===== config.mk =====
export PLATFORM = sky130hd
export DESIGN_NAME = btb_assoc_plru
export DESIGN_NICKNAME = d
export VERILOG_FILES = /design/src/rtl/btb_pkg.sv /design/src/rtl/plru_tree.sv /design/src/rtl/btb_assoc_plru.sv
export SDC_FILE = /design/constraint.sdc
export NUM_CORES = 1
export LEC_CHECK = 0
export CORE_MARGIN = 1.5
export CORE_UTILIZATION = 60
export CTS_BUF_LIST = sky130_fd_sc_hd__clkbuf_8
export DETAILED_ROUTE_END_ITERATION = 8
export GPL_TIMING_DRIVEN = 0
export PLACE_DENSITY_LB_ADDON = 0.05
export SETUP_SLACK_MARGIN = 0.1
export SLEW_MARGIN = 20
export SYNTH_ARGS = -nofsm -noshare
export SYNTH_HDL_FRONTEND = slang
export SYNTH_HIERARCHICAL = 1
export SYNTH_SLANG_ARGS = --single-unit

===== constraint.sdc =====
create_clock -name clk -period 14 [get_ports clk]
set_clock_uncertainty 0.1 [all_clocks]
set_input_delay 1.4 -clock clk [delete_from_list [all_inputs] [get_ports clk]]
set_output_delay 1.4 -clock clk [all_outputs]
set_load 0.01 [all_outputs]

===== src/rtl/btb_pkg.sv =====
// rtl/btb_pkg.sv - shared BTB types and PC field helpers
package btb_pkg;

  typedef enum logic {BTB_IDLE, BTB_FLUSH} btb_state_t;

  // Field types for the default LC-3b front end (4 ways, 8 sets, 16-bit PCs);
  // the RTL derives its own widths from its parameters.
  typedef logic [2:0]  btb_idx_t;
  typedef logic [11:0] btb_tag_t;
  typedef logic [1:0]  btb_way_t;
  typedef logic [2:0]  btb_plru_t;

  function automatic btb_idx_t idx_of(input logic [15:0] pc);
    return pc[3:1];
  endfunction

  function automatic btb_tag_t tag_of(input logic [15:0] pc);
    return pc[15:4];
  endfunction

endpackage


===== src/rtl/plru_tree.sv =====
// rtl/plru_tree.sv - combinational heap-ordered tree-PLRU touch and victim select
module plru_tree #(
  parameter int WAYS = 4
) (
  input  logic [WAYS-2:0]         plru,
  input  logic [$clog2(WAYS)-1:0] touch_way,
  output logic [WAYS-2:0]         plru_next,
  output logic [$clog2(WAYS)-1:0] victim
);

  localparam int LVLS = $clog2(WAYS);

  // Victim and touch live in separate blocks so a touch driven by the victim never forms a loop.
  always_comb begin : find_victim
    int node;
    node   = 0;
    victim = '0;
    for (int l = 0; l < LVLS; l++) begin
      victim[LVLS-1-l] = plru[node];
      node = 2 * node + 1 + int'(plru[node]);
    end
  end

  always_comb begin : apply_touch
    int node;
    node      = 0;
    plru_next = plru;
    for (int l = 0; l < LVLS; l++) begin
      plru_next[node] = ~touch_way[LVLS-1-l];
      node = 2 * node + 1 + int'(touch_way[LVLS-1-l]);
    end
  end

endmodule


===== src/rtl/btb_assoc_plru.sv =====
// rtl/btb_assoc_plru.sv - set-associative BTB with tree-PLRU replacement and flush sequencer
module btb_assoc_plru
  import btb_pkg::*;
#(
  parameter int WAYS   = 4,
  parameter int SETS   = 8,
  parameter int ADDR_W = 16
) (
  input  logic              clk,
  input  logic              rst_n,
  input  logic              lk_valid,
  input  logic [ADDR_W-1:0] lk_pc,
  output logic              rd_valid,
  output logic              rd_hit,
  output logic [ADDR_W-1:0] rd_target,
  input  logic              wb_valid,
  output logic              wb_ready,
  input  logic [ADDR_W-1:0] wb_pc,
  input  logic [ADDR_W-1:0] wb_target,
  input  logic              flush_req,
  output logic              flush_busy
);

  localparam int IDX_W  = $clog2(SETS);
  localparam int TAG_W  = ADDR_W - IDX_W - 1;
  localparam int WAY_W  = $clog2(WAYS);
  localparam int PLRU_W = WAYS - 1;

  logic [WAYS-1:0]   valid_q [SETS];
  logic [PLRU_W-1:0] plru_q  [SETS];
  logic [TAG_W-1:0]  tag_q   [SETS][WAYS];
  logic [ADDR_W-1:0] tgt_q   [SETS][WAYS];

  btb_state_t        state;
  logic [IDX_W-1:0]  flush_cnt;

  logic [IDX_W-1:0]  lk_idx, wb_idx;
  logic [TAG_W-1:0]  lk_tag, wb_tag;
  logic              unused_pc_lsb;

  assign lk_idx        = lk_pc[IDX_W:1];
  assign lk_tag        = lk_pc[ADDR_W-1:IDX_W+1];
  assign wb_idx        = wb_pc[IDX_W:1];
  assign wb_tag        = wb_pc[ADDR_W-1:IDX_W+1];
  assign unused_pc_lsb = lk_pc[0] ^ wb_pc[0];

  logic              lk_hit;
  logic [WAY_W-1:0]  lk_way;
  logic [ADDR_W-1:0] lk_tgt;

  always_comb begin
    lk_hit = 1'b0;
    lk_way = '0;
    lk_tgt = '0;
    for (int w = 0; w < WAYS; w++) begin
      if (valid_q[lk_idx][w] && tag_q[lk_idx][w] == lk_tag) begin
        lk_hit = 1'b1;
        lk_way = WAY_W'(w);
        lk_tgt = tgt_q[lk_idx][w];
      end
    end
  end

  logic              wb_hit, wb_has_free;
  logic [WAY_W-1:0]  wb_hit_way, wb_free_way, wb_victim, wb_way;

  always_comb begin
    wb_hit      = 1'b0;
    wb_hit_way  = '0;
    wb_has_free = 1'b0;
    wb_free_way = '0;
    for (int w = 0; w < WAYS; w++) begin
      if (valid_q[wb_idx][w] && tag_q[wb_idx][w] == wb_tag) begin
        wb_hit     = 1'b1;
        wb_hit_way = WAY_W'(w);
      end
      if (!valid_q[wb_idx][w] && !wb_has_free) begin
        wb_has_free = 1'b1;
        wb_free_way = WAY_W'(w);
      end
    end
  end

  assign wb_way = wb_hit ? wb_hit_way : (wb_has_free ? wb_free_way : wb_victim);

  logic [PLRU_W-1:0] lk_plru_next, wb_plru_next;
  logic [WAY_W-1:0]  lk_victim_unused;

  plru_tree #(.WAYS(WAYS)) u_lk_plru (
    .plru      (plru_q[lk_idx]),
    .touch_way (lk_way),
    .plru_next (lk_plru_next),
    .victim    (lk_victim_unused)
  );

  plru_tree #(.WAYS(WAYS)) u_wb_plru (
    .plru      (plru_q[wb_idx]),
    .touch_way (wb_way),
    .plru_next (wb_plru_next),
    .victim    (wb_victim)
  );

  logic lk_touch, wb_fire;

  assign lk_touch = lk_valid && lk_hit && (state == BTB_IDLE);
  assign wb_fire  = wb_valid && wb_ready;

  // The update's PLRU write is ordered after the lookup's so it wins on a same-set collision.
  always_ff @(posedge clk or negedge rst_n) begin
    if (!rst_n) begin
      for (int s = 0; s < SETS; s++) begin
        valid_q[s] <= '0;
        plru_q[s]  <= '0;
      end
      state      <= BTB_IDLE;
      flush_cnt  <= '0;
      flush_busy <= 1'b0;
      wb_ready   <= 1'b0;
      rd_valid   <= 1'b0;
      rd_hit     <= 1'b0;
      rd_target  <= '0;
    end else begin
      rd_valid  <= lk_valid;
      rd_hit    <= lk_touch;
      rd_target <= lk_touch ? lk_tgt : '0;
      if (lk_touch) begin
        plru_q[lk_idx] <= lk_plru_next;
      end
      if (wb_fire) begin
        valid_q[wb_idx][wb_way] <= 1'b1;
        plru_q[wb_idx]          <= wb_plru_next;
      end
      case (state)
        BTB_IDLE: begin
          wb_ready <= !flush_req;
          if (flush_req) begin
            state      <= BTB_FLUSH;
            flush_cnt  <= '0;
            flush_busy <= 1'b1;
          end
        end
        BTB_FLUSH: begin
          valid_q[flush_cnt] <= '0;
          plru_q[flush_cnt]  <= '0;
          if (flush_cnt == IDX_W'(SETS - 1)) begin
            state      <= BTB_IDLE;
            flush_busy <= 1'b0;
            wb_ready   <= 1'b1;
          end else begin
            flush_cnt <= flush_cnt + 1'b1;
          end
        end
      endcase
    end
  end

  always_ff @(posedge clk) begin
    if (wb_fire) begin
      tag_q[wb_idx][wb_way] <= wb_tag;
      tgt_q[wb_idx][wb_way] <= wb_target;
    end
  end

endmodule


Yosys cells after proc, flatten, opt, wreduce, memory -nomap -nowiden
Memory sizes are Yosys's and may differ from the RTL's. Index checks and enable logic that the tools add are counted. W data, S select, Z words.

Register bits after elaboration: 80. Latch bits: 0. Memory bits (writable): 896. Memory bits (read-only): 0. Bits of input ports: 53. Output and inout bits: 20. Word-level logic and storage cells: 185. Memories kept: 2.

Add/sub/neg operators: 4. Multiply operators: 0. Div/mod/pow operators: 0. Magnitude comparators: 15. Equal/unequal tests: 12. Shifts and indexed selects: 0. Muxes and demuxes: 86. Bitwise operators: 14. Reductions and logical operators: 29.

Memories: tgt_q (words 8, bits a word 64, rd ports 1, clocked after memory_dff 0, write ports 1, line btb_assoc_plru.sv:32) `logic [ADDR_W-1:0] tgt_q [SETS][WAYS];`; tag_q (words 8, bits a word 48, rd ports 2, clocked after memory_dff 0, write ports 1, line btb_assoc_plru.sv:31) `logic [TAG_W-1:0] tag_q [SETS][WAYS];`.

Operators with widths (count): $eq A12 B12 Y1 (8); $lt A32 B4 Y1 const B (3); $mux W16 (6); $mux W24 (3); $ge A32 B1 Y1 const B (2); $mux W32 (2); $mux W64 (1); $bwmux W24 (2); $mux W48 (1); $and A32 B32 Y32 (1); $demux W16 S2 (1); $not A32 Y32 (1); $or A32 B32 Y32 (1); $demux W3 S3 (3); $mux W3 (9); $mux W1 (26); $and A24 B24 Y24 (1); $bmux W4 S3 (2); $demux W12 S2 (1); $demux W4 S3 (2); $mux W4 (6); $not A24 Y24 (1); $logic_and A1 B1 Y1 (21); $bmux W3 S3 (2); 23 further kinds (54).

Longest topological paths before layout
Word-level depth: 25. Gate-level depth with buffers: 18. Gate-level depth less buffers: 13.

By module
Netlist, hierarchy kept.

Modules (own cells, without submodules): btb_assoc_plru (instances 1, cells an instance 2500, area an instance 41850.1 µm², sequential area each 28907.7 µm²); plru_tree (instances 2, cells an instance 7, area an instance 51.3 µm², sequential area each 0.0 µm²).

Least setup slack after synthesis
OpenSTA, ideal clock, no wires.

Path kind: input port to flip-flop. From: in wb_pc[2]. To: mem tag_q[4][12] (netlist bit) (enable). Setup time: 0.448 ns. Arrival time: 6.335 ns. Data required time: 13.452 ns. Slack: 7.117 ns. Stages: 14. Buffers on the path: 5. Cell sequence: buf_2 -> buf_4 -> buf_4 -> buf_4 -> buf_1 -> mux4_2 -> nand2_1 -> nand2_1 -> mux2_4 -> nor2_1 -> o21ai_0 -> nor3_2 -> nor2_1 -> nor3_1.

Elaborated cells on any way between the ends: 51. Those cells by class: add/sub (1); order compare (2); eq/ne (4); mux (28); bitwise (2); reduce/logical (13); memory (1).

RTL lines: start, declared (line btb_assoc_plru.sv:18) `input logic [ADDR_W-1:0] wb_pc,`; $not A3 Y4 (implied by the code) (*) (line btb_assoc_plru.sv:97) `.plru (plru_q[wb_idx]),`; $bmux W3 S3 (*) (line btb_assoc_plru.sv:97); $mux W3 (implied by the code) (*) (2 in a row) (line btb_assoc_plru.sv:97); $add A1 B1 Y2 (line plru_tree.sv:20) `node = 2 * node + 1 + int'(plru[node]);`; $bmux W1 S2 (*); $mux W1 (*) (2 in a row); named net wb_victim[0] (line btb_assoc_plru.sv:65) `logic [WAY_W-1:0] wb_hit_way, wb_free_way, wb_victim, wb_way;`; $mux W2 (*) (2 in a row) (line btb_assoc_plru.sv:84) `assign wb_way = wb_hit ? wb_hit_way : (wb_has_free ? wb_free_way : wb_victim);`; $not A2 Y3 (implied by the code) (*) (line btb_assoc_plru.sv:159) `tag_q[wb_idx][wb_way] <= wb_tag;`; $ge A3 B3 Y1 (implied by the code) / $lt A3 B1 Y1 (equally long branches) (line btb_assoc_plru.sv:159); $logic_and A1 B1 Y1 (implied by the code) (line btb_assoc_plru.sv:159); $mux W12 (implied by the code) (line btb_assoc_plru.sv:159); $demux W12 S2 (*) (line btb_assoc_plru.sv:159); $mux W48 (implied by the code) (*) (line btb_assoc_plru.sv:159); end, declared (line btb_assoc_plru.sv:31).

Mark *: on every way through the listed nets, which the timed path passes. The rest lies on a longest branch. The select of a mux whose other input is x is not followed.

Worst setup path after layout
From: in wb_pc[2]. To: mem tgt_q[1][26] (netlist bit) (enable).

Elaborated cells on any way between the ends: 51. Those cells by class: add/sub (1); order compare (2); eq/ne (4); mux (28); bitwise (2); reduce/logical (13); memory (1).

RTL lines: $not A3 Y4 (implied by the code) (*) (line btb_assoc_plru.sv:97); $bmux W3 S3 (*) (line btb_assoc_plru.sv:97); $mux W3 (implied by the code) (*) (2 in a row) (line btb_assoc_plru.sv:97); $add A1 B1 Y2 (line plru_tree.sv:20); $bmux W1 S2 (*); $mux W1 (*) (2 in a row); named net wb_victim[0] (line btb_assoc_plru.sv:65); $mux W2 (*) (2 in a row) (line btb_assoc_plru.sv:84); $not A2 Y3 (implied by the code) (*) (line btb_assoc_plru.sv:160) `tgt_q[wb_idx][wb_way] <= wb_target;`; $ge A3 B3 Y1 (implied by the code) / $lt A3 B1 Y1 (equally long branches) (line btb_assoc_plru.sv:160); $logic_and A1 B1 Y1 (implied by the code) (line btb_assoc_plru.sv:160); $mux W16 (implied by the code) (line btb_assoc_plru.sv:160); $demux W16 S2 (*) (line btb_assoc_plru.sv:160); $mux W64 (implied by the code) (*) (line btb_assoc_plru.sv:160); end, declared (line btb_assoc_plru.sv:32).

Marks and branches as above.

==> results.ini <==
[clock_tree]
cts_max_level = 4
clock_latency_ns = 0.85
cts_resized = 0
tritoncts = built
ctsHoldBuffers = 0
clk_pin_slew_worst_paths_ns = 0.06
clock-root-buffer = clkbuf_8
cts_setup_buffers = 0
cts.path.max_buffers = 3
numCtsBuffers = 154
cts_sinks = 976

[power]
switching_share_pct = 27.3
switching_power_mw = 1.79
power.density_nw_per_um2 = 137
p_int_mw = 4.79
power_leakage_nw = 16.2
pwr-share-comb_pct = 12.4
vdd_drop_max_mv = 0.104
p_seq_share_pct = 51.5
clkPwrFrac_pct = 36.0

[final_layout]
multi_input_area_um2 = 12300
register_area_um2 = 28900
synthToLayoutAreaGrowth_pct = 14.5
drive_above_1_share_pct = 22.8
fill_cells = 4551
stdcell_count = 3850
nNetsFinal = 2854

[critical_path]
cp_common_cell = buf_4
critPathArrivalTime_ns = 7.40
crit_path_max_incr_delay_ns = 0.76
critical_path.max_fanout = 10
endpoint_kind = flop
critPathRequiredTime_ns = 14.42
crit_type = in2reg
cp_num_buf_inv = 8
critPathSlowestCell = nor3_2
path_cells = clkdlybuf4s50_1 -> buf_2 -> buf_4 -> buf_4 -> buf_4 -> buf_1 -> mux4_2 -> nand2_1 -> nand2_1 -> mux2_4 -> nor2_1 -> o21ai_0 -> nor3_2 -> nor2_1 -> nor3_2 -> buf_4 -> buf_4
crit_family = buffers and inverters
cp-start-kind = input port

[job]
maxCapViolCount = 0

[routing]
num_vias = 28100
wl_per_cell_um = 37.2
drtIter0Drc = 4441
dr.pass1.iters = 6
drc = 0
ant_nets = 0
drt-total-wl_um = 143000
via_per_inst = 7.29

[sta]
slew_headroom_pct = 13.7
rsz0062_at_grt = no
fmax_mhz = 143
drv_slew = 0
period_needed_ns = 6.98
timing.hold.ws_ns = 0.298
fin_crit_sh_pct = 49.9
tightestPinTransition_ns = 1.29
hold_viol = 0
setup_violations = 0
setup_tns_ns = 0

[place]
io_buffers = 65
gp_congestion = 0.953
hpwl_um = 97600
dp.cells = 3574

[floorplanning]
die_height_um = 267
coreArea_um2 = 68800
initial_core_util_pct = 60.9
fp-row-count = 96
die_area_um2 = 71400
die_w_um = 267
boundaryPins = 73

[global_route]
gr-total-overflow = 0
grt_start_max_net_pins = 70
grt_usage_pct = 40.7
antenna_found_initial = 1
grt_pass1_wl_um = 199000
grt_pass1_vias = 27400

[logic_synthesis]
synth_warnings = 6
syn_area_um2 = 41900
synth_cells = 2507
syn_nets = 2562
syn_avg_cell_area_um2 = 16.7

[run_status]
run_status = completed

[hold_path]
worstHoldPathType = in2async

==> state kept, by name, summed over array words and instances (netlist names), 3 cells and up <==
| name | count |
|---|---|
| tgt_q | 512 |
| plru_q | 24 |
| tag_q | 384 |
| flush_cnt | 3 |
| rd_target | 16 |
| valid_q | 32 |
==> path summary, 6_finish.rpt <==
path	slack, ns	from	cells after the start	end
worst max register to register	9.13	tag_q[4][0]$_DFFE_PP_	14	plru_q[23]$_DFF_PN0_
worst max-delay path	7.02	wb_pc[2]	17	tgt_q[1][26]$_DFFE_PP_
max in group asynchronous	12.85	rst_n	2	valid_q[24]$_DFF_PN0_
worst min register to register	0.43	valid_q[19]$_DFF_PN0_	1	valid_q[19]$_DFF_PN0_
min in group clk	0.43	valid_q[19]$_DFF_PN0_	1	valid_q[19]$_DFF_PN0_
worst min-delay path	0.30	rst_n	1	rd_target[4]$_DFF_PN0_
==> power groups by stage <==
stage,Combinational [mW],Clock [mW],Sequential (mW)
after floorplan,0.475,0,3.41
after global placement,0.746,0,3.45
after detailed placement,0.796,0,3.45
after CTS,0.800,2.37,3.39
after global routing,0.856,2.49,3.40
final,0.819,2.37,3.39
==> layer usage <==
| metal | routed length, um | part of all wire, % | track usage (%) |
|---|---|---|---|
| met2 | 67000 | 47 | 64.3 |
| met4 | 10600 | 7.4 | 26.8 |
| met5 | 0 | 0 | 0 |
| met3 | 16600 | 12 | 8.90 |
| met1 | 49000 | 34 | 51.3 |
==> cells in the final DEF, fill, tap and decap left out, types with 11 or more instances in the layout <==
cell,instances
edfxtp_1,896
o22ai_1,189
clkbuf_8,167
mux4_2,157
mux2i_1,150
nand2_1,85
dfrtp_1,80
a21oi_1,74
buf_2,69
clkbuf_1,63
nor2_1,62
o21ai_0,58
buf_4,51
xor2_1,51
inv_1,50
mux2_2,48
o221ai_1,43
clkdlybuf4s50_1,41
xnor2_1,36
clkinv_1,31
nor4_1,29
a31oi_1,28
a22oi_1,25
a221oi_1,24
a21bo_2,24
nor3_1,23
clkinv_2,23
buf_16,23
buf_6,21
buf_1,17
a32o_1,16
nor2b_1,15
nand2b_1,15
o22a_1,15
nand3_1,12
or4_1,12
a211oi_1,11
==> metrics by stage <==
step                      power, mW  utilization (%)  setup slack (ns)  instance area (um^2)
after floorplan                3.88                -              7.12                 41900
after global placement         4.19             63.5              2.28                 43700
after detailed placement       4.24             65.4              6.33                 45000
after CTS                      6.56             69.8              7.17                 48000
after global routing           6.74             69.7              6.82                 48000
final                          6.58             69.7              7.02                 48000
==> layout make-up <==
type / count / share of cell area [%]
multi-input cells: 1355 / 25.7
clock buffers: 167 / 4.79
well taps: 931 / 2.43
diodes: 1 / 0.00522
flip-flops and latches: 976 / 60.3
clock inverters: 108 / 1.43
repair buffers: 136 / 3.51
plain buffers: 161 / 1.74
inverters: 15 / 0.117
Power figures use the tool's default switching activity.
